$ cat src/rtl/pbch_re_demux_ctrl.sv
// pbch_re_demux_ctrl
// Routes the PBCH resource elements of one SSB from the FFT output stream.
// DMRS REs go to the channel-estimation path. Data REs go to the
// serial-to-parallel packer in groups of 3. All other REs are dropped.
// Optional build macro PBCH_RE_CNT_EN adds per-SSB data/DMRS RE counters.
module pbch_re_demux_ctrl #(
  parameter int SERIAL_WIDTH = 32,
  parameter int NUM_SC       = 240,
  parameter int EDGE_SC      = 48
) (
  input  logic                    clk,
  input  logic                    rst,
  input  logic                    start,
  input  logic [1:0]              cell_id_mod4,
  input  logic                    sym_start,
  input  logic                    fft_valid,
  input  logic [SERIAL_WIDTH-1:0] fft_data,
  output logic [SERIAL_WIDTH-1:0] s2p_serial,
  output logic                    s2p_in_valid,
  output logic [1:0]              s2p_parallel_mode,
  output logic [SERIAL_WIDTH-1:0] dmrs_data,
  output logic                    dmrs_valid,
  output logic                    busy,
  output logic                    done,
  output logic                    sym_err
`ifdef PBCH_RE_CNT_EN
  ,
  output logic [8:0]              data_re_cnt,
  output logic [7:0]              dmrs_re_cnt
`endif
);

  localparam int SC_W = $clog2(NUM_SC);

  typedef enum logic [1:0] {
    IDLE,
    WAIT_SYM,
    RUN,
    DONE
  } state_t;

  state_t                  state, state_nxt;
  logic [1:0]              v, v_nxt;
  logic [SC_W-1:0]         sc_cnt, sc_nxt;
  logic [1:0]              sym_cnt, sym_nxt;
  logic [SERIAL_WIDTH-1:0] s2p_serial_nxt, dmrs_data_nxt;
  logic                    s2p_valid_nxt, dmrs_valid_nxt;
  logic                    busy_nxt, done_nxt, err_nxt;
  logic [1:0]              mode_nxt;
  logic                    is_pbch, is_dmrs, frame_bad;

  // Classify the current RE position: which symbols/subcarriers carry PBCH,
  // and whether it lands on the DMRS comb selected by v.
  always_comb begin
    is_pbch = 1'b0;
    case (sym_cnt)
      2'd1, 2'd3: is_pbch = 1'b1;
      2'd2:       is_pbch = (sc_cnt < SC_W'(EDGE_SC)) ||
                            (sc_cnt >= SC_W'(NUM_SC - EDGE_SC));
      default:    is_pbch = 1'b0;
    endcase
    is_dmrs   = (sc_cnt[1:0] == v);
    frame_bad = sym_start ? (sc_cnt != '0) : (sc_cnt == '0);
  end

  // Next-state and next-output logic for the SSB sequencing FSM.
  always_comb begin
    state_nxt      = state;
    v_nxt          = v;
    sc_nxt         = sc_cnt;
    sym_nxt        = sym_cnt;
    s2p_serial_nxt = s2p_serial;
    dmrs_data_nxt  = dmrs_data;
    s2p_valid_nxt  = 1'b0;
    dmrs_valid_nxt = 1'b0;
    busy_nxt       = busy;
    done_nxt       = 1'b0;
    err_nxt        = 1'b0;
    case (state)
      IDLE: begin
        if (start) begin
          v_nxt     = cell_id_mod4;
          busy_nxt  = 1'b1;
          sc_nxt    = '0;
          sym_nxt   = 2'd0;
          state_nxt = WAIT_SYM;
        end
      end
      WAIT_SYM: begin
        // The aligning RE is sc 0 of the PSS symbol, which carries no PBCH.
        if (fft_valid && sym_start) begin
          sym_nxt   = 2'd0;
          sc_nxt    = SC_W'(1);
          state_nxt = RUN;
        end
      end
      RUN: begin
        if (fft_valid) begin
          if (frame_bad) begin
            err_nxt   = 1'b1;
            sym_nxt   = 2'd0;
            sc_nxt    = '0;
            state_nxt = WAIT_SYM;
          end else begin
            if (is_pbch) begin
              if (is_dmrs) begin
                dmrs_valid_nxt = 1'b1;
                dmrs_data_nxt  = fft_data;
              end else begin
                s2p_valid_nxt  = 1'b1;
                s2p_serial_nxt = fft_data;
              end
            end
            if (sc_cnt == SC_W'(NUM_SC - 1)) begin
              sc_nxt  = '0;
              sym_nxt = sym_cnt + 2'd1;
              if (sym_cnt == 2'd3) begin
                state_nxt = DONE;
              end
            end else begin
              sc_nxt = sc_cnt + SC_W'(1);
            end
          end
        end
      end
      DONE: begin
        done_nxt  = 1'b1;
        busy_nxt  = 1'b0;
        sc_nxt    = '0;
        sym_nxt   = 2'd0;
        state_nxt = IDLE;
      end
      default: begin
        state_nxt = IDLE;
        busy_nxt  = 1'b0;
      end
    endcase
    mode_nxt = busy_nxt ? 2'd3 : 2'd0;
  end

  // State, position counters and registered outputs.
  always_ff @(posedge clk or posedge rst) begin
    if (rst) begin
      state             <= IDLE;
      v                 <= 2'd0;
      sc_cnt            <= '0;
      sym_cnt           <= 2'd0;
      s2p_serial        <= '0;
      s2p_in_valid      <= 1'b0;
      s2p_parallel_mode <= 2'd0;
      dmrs_data         <= '0;
      dmrs_valid        <= 1'b0;
      busy              <= 1'b0;
      done              <= 1'b0;
      sym_err           <= 1'b0;
    end else begin
      state             <= state_nxt;
      v                 <= v_nxt;
      sc_cnt            <= sc_nxt;
      sym_cnt           <= sym_nxt;
      s2p_serial        <= s2p_serial_nxt;
      s2p_in_valid      <= s2p_valid_nxt;
      s2p_parallel_mode <= mode_nxt;
      dmrs_data         <= dmrs_data_nxt;
      dmrs_valid        <= dmrs_valid_nxt;
      busy              <= busy_nxt;
      done              <= done_nxt;
      sym_err           <= err_nxt;
    end
  end

`ifdef PBCH_RE_CNT_EN
  // Per-SSB RE counters: cleared when an SSB is armed or restarted after a
  // framing error, held after done until the next start.
  always_ff @(posedge clk or posedge rst) begin
    if (rst) begin
      data_re_cnt <= '0;
      dmrs_re_cnt <= '0;
    end else if ((state == IDLE && start) || sym_err) begin
      data_re_cnt <= '0;
      dmrs_re_cnt <= '0;
    end else begin
      if (s2p_in_valid) data_re_cnt <= data_re_cnt + 9'd1;
      if (dmrs_valid)   dmrs_re_cnt <= dmrs_re_cnt + 8'd1;
    end
  end
`endif

endmodule

$ cat config.mk
export PLATFORM = sky130hd
export DESIGN_NAME = pbch_re_demux_ctrl
export DESIGN_NICKNAME = d
export VERILOG_FILES = /design/src/rtl/pbch_re_demux_ctrl.sv
export SDC_FILE = /design/constraint.sdc
export NUM_CORES = 1
export LEC_CHECK = 0
export ABC_AREA = 1
export CORE_MARGIN = 2
export CORE_UTILIZATION = 30
export DETAILED_ROUTE_END_ITERATION = 7
export DONT_BUFFER_PORTS = 1
export HOLD_SLACK_MARGIN = 0.15
export SYNTH_ARGS = -nofsm -noshare
export SYNTH_HDL_FRONTEND = slang
export SYNTH_SLANG_ARGS = --single-unit
$ cat constraint.sdc
create_clock -name clk -period 2.6 [get_ports clk]
set_input_delay 0.52 -clock clk [delete_from_list [all_inputs] [get_ports clk]]
set_output_delay 0.52 -clock clk [all_outputs]
set_load 0.05 [all_outputs]
After elaboration in Yosys (flattened, before gate mapping)
Cells that the tools add are included.

storage, ports and cells
  bits in registers = 85
  memories = 0
  output and inout bits = 71
  bits in writable memories = 0
  bits in latches = 0
  ROM bits = 0

operators by class
  muxes and demuxes = 38
  equal/unequal tests = 13
  order comparisons = 2
  div/mod/pow operators = 0
  reductions and logical operators = 12
  $mul = 0
  shift-type cells = 0
  add/subtract/negate cells = 2
  bitwise gates (word level) = 2

operator list
  operator             number
  $mux 8               5
  $pmux 8 s4           1
  $mux 2               12
  $mux 1               16
  $pmux 2 s4           2
  $reduce_and 5->1     3
  $add 8x1->8 const B  1
  $eq 2x2->1 const B   4
  $eq 8x8->1 const B   1
  $ge 8x8->1 const B   1
  $logic_not 8->1      1
  $lt 8x6->1 const B   1
  $reduce_bool 8->1    1
  $ne 2x2->1 const B   3
  $ne 3x3->1 const B   2
  $eq 2x1->1 const B   2
  $pmux 1 s2           2
  $reduce_and 4->1     1
  $reduce_and 3->1     1
  $add 2x1->2 const B  1
  $eq 2x2->1           1
  $logic_not 2->1      1
  $not 1->1            2
  $reduce_and 2->1     1
  other kinds (3)      3

Logic depth before layout (Yosys ltp)
  word-level depth = 7
  gate-level depth with buffers = 12
  gate-level depth less buffers = 11

Worst setup path before layout
Ideal clock, no wire load.

  path kind = flip-flop to flip-flop
  start = reg sc_cnt[0]
  end = reg s2p_serial[16]
  clock period less this slack = 1,630 ps
  path slack = 970 ps
  setup time = 119 ps
  arrival = 1,511 ps
  data required time = 2,481 ps
  buffers on the path = 1
  stages on the path, launching flop included = 13
  path through = dfrtp_1 > inv_2 > ha_1 > nand2_1 > nor2_2 > nand2_2 > nand2_4 > nand3b_4 > nor2_4 > nand2_2 > buf_2 > nand2_1 > nand2_1

between the ends
  word-level cells in the longest chain between the ends = 4

ends and longest elaborated chain
  item                                               RTL line  source
  start, declared                                    44        logic [SC_W-1:0] sc_cnt, sc_nxt;
  start signal, assigned                             159       sc_cnt <= sc_nxt;
  $lt 8x6->1, or another cell as far along           58        2'd2: is_pbch = (sc_cnt < SC_W'(EDGE_SC)) ||
  $logic_or 1x1->1 / $mux 1 (equally long branches)  58, 63
  $pmux 1 s2 / $not 1->1 (equally long branches)     -
  $reduce_and 5->1 (no source line) *                -
  end signal, assigned                               161       s2p_serial <= s2p_serial_nxt;
  end, declared                                      18        output logic [SERIAL_WIDTH-1:0] s2p_serial,

Mark *: on every way between the ends. The rest lies on a longest branch, timed or not.
A chain may end at the register's enable or synchronous reset.

Final worst setup path
  start = reg sc_cnt[0]
  end = reg s2p_serial[17]

Same word-level chain as after synthesis.

==> qor.csv <==
metric;value;unit
antenna_found_initial;0;
areaGrowthSynthToFinish;12.0;%
fin_crit;2.24;ns
synth.area.top_cells;dfrtp_1 (55%), nand2_1 (16%), nand3_1 (9.5%), ha_1 (3.3%), buf_6 (2.1%);
cp-start-kind;flip-flop;
postPlaceCellArea;3940;um^2
clk_latency;0.33;ns
grt_max_degree;38;
io_pins;110;
viasPerCell;4.64;
synth.avg_cell_area;8.72;um^2
gp_congestion;0.833;
dp_hpwl;6.60;mm
wl_per_cell;14.9;um
max_cap_violations;0;
period_share;0.860;
pwr_density_cell;895;nW/um^2
status;completed;
clockRootBuffer;clkbuf_16;
dr.first_iter.drc_count;221;
n_fill_cell;1266;
synth_top_area_share;0.548;
synth_commonest_cells;nand2_1 (164), dfrtp_1 (83), nand3_1 (72);
hold_violations;0;
track_usage;0.136;
finalMaxSlewViolations;0;
critPathKind;reg2reg;
synth.most_common_cell;nand2_1;
drive_above_1_share;0.103;
die-height;116;um
ant_nets;0;
cts_resized;0;
antenna_cells;0;
setup_viol;0;
ctsHoldBuffers;1;
io_buffers;0;
p_leak;2.28;nW
synth.ff_latch_count;83;
hp-class;in2reg;
yosysWarnings;0;
clock_path_buffers;2;
ys.flop_type;dfrtp_1;
rows;41;
numCtsBuffers;9;
synth-edff-count;0;
design.core.area;12500;um^2
worst_pin_slew;0.705;ns
post_cts_buffers;0;
synthArstFlopShare;1.00;
crit_arrival;2.50;ns
fp.dieW;116;um
fin_tns_setup;0;ns
synth.distinct_cells;29;
clkTransAtPathRegs;0.07;ns
clock-skew-final;0.0108;ns
drt_wl_total;9.11;mm
dieArea;13600;um^2
end_kind;flip-flop;
relSlewSlack;0.529;
synth_nets;484;
worst-path-max-fanout;33;
cts_tree;done;
rsz0062_at_grt;false;
max_freq;0.447;GHz
vias;2835;
gr-total-overflow;0;
ir_drop;0.274;mV
yosysTopAreaCell;dfrtp_1;
drtPass1Iterations;4;
synth_cells;435;
grt_pass1_vias;2843;
start_util;0.304;
yosysSeqAreaShare;0.548;
final_nets;483;
grt_pass1_wl;14.3;mm
required;2.86;ns
htree_levels;3;
drcViolationCount;0;
cts_sinks;83;
fin_area;4250;um^2
netlist_area;3790;um^2
final cells by class:
cell class	count	area [um^2]	area share
multi-input combinational	303	1460	0.343
inverter	26	101	0.0239
clock buffer	12	267	0.0627
tap	172	215	0.0506
clock inverter	4	33.8	0.00795
timing repair buffer	11	97.6	0.0230
sequential	83	2080	0.489
flip-flops by register name, indices dropped and copies added, names as in the netlist, named ones only:
| register | cells |
|---|---|
| s2p_serial | 32 |
| dmrs_data | 32 |
| sym_err | 1 |
| dmrs_valid | 1 |
| sym_cnt | 2 |
| state | 2 |
| v | 2 |
| done | 1 |
| s2p_in_valid | 1 |
| sc_cnt | 8 |
placed cells by master, fill, tap and decap left out, types with 2 or more instances in the layout:
cell type	synthesis	final
a21oi_1	5	5
buf_4	2	9
clkbuf_16	0	9
clkbuf_8	0	3
clkinv_4	0	3
clkinvlp_4	0	2
dfrtp_1	83	83
ha_1	10	10
inv_1	20	19
inv_2	6	6
mux2_2	2	2
nand2_1	164	164
nand2_2	4	4
nand3_1	72	72
nand4_1	7	7
nor2_1	15	15
nor2_4	2	2
o21ai_0	6	6
o21ai_1	3	3
xor2_1	3	3
worst paths after layout:
| path | from | endpoint | slack (ns) | cells after the start |
|---|---|---|---|---|
| setup / recovery | sc_cnt[0] | s2p_serial[17] | 0.36 | 7 |
| hold / removal | fft_data[30] | dmrs_data[30] | 0.33 | 2 |
| setup reg to reg | sc_cnt[0] | s2p_serial[17] | 0.36 | 7 |
| hold reg to reg | flip-flop | flip-flop | 0.52 | 2 |
| max in group asynchronous | rst | dmrs_data[9] | 1.16 | 3 |
| min in group asynchronous | rst | v[1] | 0.73 | 2 |
metal layers:
metal  GRT usage  routed length, um  vias to the layer above  part of all wire
met5           0                  0                        -                 0
met4      0.0476                120                        0             0.013
met3      0.0586                923                       11              0.10
met2       0.220               4340                       80              0.48
met1       0.162               3730                     1368              0.41
li1            -                  -                     1376                 -
metrics by stage:
step / cells / total power, mW / hold slack, ns / utilization / setup slack [ns]
finish: 611 / 3.80 / 0.330 / 0.341 / 0.364
global route: 611 / 4.04 / 0.313 / 0.341 / 0.121
CTS: 611 / 3.85 / 0.311 / 0.341 / 0.321
detailed placement: 594 / 2.59 / 0.488 / 0.316 / 0.353
global placement: 594 / 2.56 / 0.485 / 0.316 / 0.431
floorplan: 435 / 2.35 / 0.494 / - / 0.970
logic make-up after synthesis:
logic type | Yosys count | synth area share
compound gates | 16 | 0.0221
xor+xnor | 4 | 0.00924
fa+ha+maj | 10 | 0.0330
buf+inv | 49 | 0.0680
flops | 83 | 0.548
mux | 2 | 0.00594
simple gates | 271 | 0.314
power breakdown:
part,internal [mW],switching (mW)
logic,0.245,0.668
registers,1.39,0.257
clock network,0.731,0.516
critical path, stage by stage, from the launching register on:
cell	delay, ns
dfrtp_1	0.42
inv_2	0.09
or2_1	0.09
and3_1	0.52
inv_2	0.27
nand2_2	0.55
nand2_1	0.11
nand2_1	0.10
Note: power is estimated with default switching activity, not from simulation.
==> RTL change: new RTL, same settings <==
Build with the macro `PBCH_RE_CNT_EN` defined.
--- a/src/rtl/pbch_re_demux_ctrl.sv
+++ b/src/rtl/pbch_re_demux_ctrl.sv
@@ -4,4 +4,6 @@
 // serial-to-parallel packer in groups of 3. All other REs are dropped.
 // Optional build macro PBCH_RE_CNT_EN adds per-SSB data/DMRS RE counters.
+`define PBCH_RE_CNT_EN
+
 module pbch_re_demux_ctrl #(
   parameter int SERIAL_WIDTH = 32,
Check against the original RTL (old outputs only; new: data_re_cnt and dmrs_re_cnt): equivalent (equiv_simple and equiv_induct, registers matched by name and starting in step).
==> RTL change against the original RTL <==
- design area is 20% higher
- synthesized area grew 21%
- sequential cell count grew 17
- power grew 13%
- highest routed layer unchanged
- sequential power is 16% higher
- critical path type unchanged
- clock power increased by 9%
- largest power group unchanged
- setup slack worse by 0.0059 ns
- non-clock buffer count is 4 higher
- die area is 20% higher
- wire length rose by 25%
- maximum frequency is 0.26% lower
- clock skew fell by 0.0045 ns
- global-route usage is 0.42 points higher
==> RTL change: results (changes against the original RTL) <==
* Top cells by instance count after synthesis: nand2_1, dfrtp_1, nand3_1 (unchanged)
* Worst VDD drop at 0.0003786 V (was 0.0002741 V)
* Final wirelength at 11400 um (was 9112 um)
* Outcome: finished clean (unchanged)
* CP Max Fanout at 64 (was 33)
* CTS root buf: clkbuf_16 (unchanged)
* Vias in the first global route at 3574 (was 2843)
* Number of DRC markers in iteration 0 at 223 (was 221)
* Post-synthesis cell type count at 27 (was 29)
* Top flop regs: dmrs_data: 32 flops, s2p_serial: 32 flops, data_re_cnt: 9 flops (was dmrs_data: 32 flops, s2p_serial: 32 flops, sc_cnt: 8 flops)
* Worst Path Arrival at 2.52 ns (was 2.50 ns)
* Met3 wire len at 936 um (was 923 um)
* Clock transition at path regs at 0.06 ns
* Post-synthesis sequential area ratio at 0.5450 (was 0.5477)
* Leak at 2.719 nW (was 2.282 nW)
* Final Wtd Congestion at 0.8745 (was 0.8331)
* Max Clock Skew at 0.006359 ns (was 0.01081 ns)
* GRT Total Usage at 0.1401 (was 0.1360)
* Synth area leaders: dfrtp_1, nand2_1, nand3_1 (unchanged)
* Hold Path Class: input port to register (unchanged)
* Largest net degree at the start of global routing at 65 (was 38)
* DP Wirelength at 8203 um (was 6595 um)
* Slew @ Worst Pin at 0.6343 ns (was 0.7047 ns)
* Global-route wire length before repair at 17930 um (was 14310 um)
* Met2 wire len at 5554 um (was 4339 um)
* Post-cts gate resize count at 0 (unchanged)
==> RTL change: area by class of cell <==
cell class | count | area (um2)
inverter | 45 | 172.7
fill | 1555 | 9973
tap | 188 | 235.2
clock inverter | 3 | 43.79
timing repair buffer | 15 | 152.6
sequential | 100 | 2502
multi-input combinational | 376 | 1749
clock buffer | 13 | 260.3
==> RTL change: worst max-delay path, stage by stage, from the launching register on <==
cell and delay, ns:
dfrtp_1 0.42, inv_1 0.12, ha_1 0.32, nand2_1 0.11
nand3b_2 0.24, nor2_4 0.13, buf_4 0.52, nand3_1 0.19
nand2_1 0.12
==> RTL change: through the flow <==
stage | instances | area (um2) | power (mW) | worst slack [ns]
6_report | 740 | 5116 | 4.296 | 0.3577
5_1_grt | 740 | 5116 | 4.541 | 0.1516
4_1_cts | 740 | 5116 | 4.368 | 0.3733
3_5_place_dp | 723 | 4802 | 2.966 | 0.3854
3_3_place_gp | 723 | 4802 | 2.922 | 0.4323
2_1_floorplan | 546 | 4596 | 2.712 | 0.8175
==> RTL change: cells by family (layout without fill, tap and decap cells) <==
kind of cell,Yosys count,after routing,synth area share
compound gates,38,38,0.04169
xor+xnor,5,5,0.009539
fa+ha+maj,12,12,0.03270
buf+inv,70,76,0.07411
flops,100,100,0.5450
simple gates,321,321,0.2970
==> RTL change: final timing paths <==
check | slack (ns) | endpoint | start | cells past startpoint
min reg2reg | 0.51 | register | register | 2
min | 0.29 | v[1] | cell_id_mod4[1] | 2
max in group asynchronous | 1.26 | s2p_serial[0] | rst | 3
max reg2reg | 0.36 | s2p_serial[5] | state[0] | 8
max | 0.36 | s2p_serial[5] | state[0] | 8
min in group asynchronous | 0.74 | data_re_cnt[6] | rst | 2
==> RTL change: metal layers <==
layer,track usage,up-vias
met5,0,-
met1,0.1621,1733
met3,0.05008,26
li1,-,1737
met4,0.07240,0
met2,0.2293,128
==> RTL change: report_power, final <==
part	internal (mW)	switching (mW)
Combinational	0.235	0.777
Sequential	1.65	0.269
Clock	0.801	0.560
Total	2.69	1.61
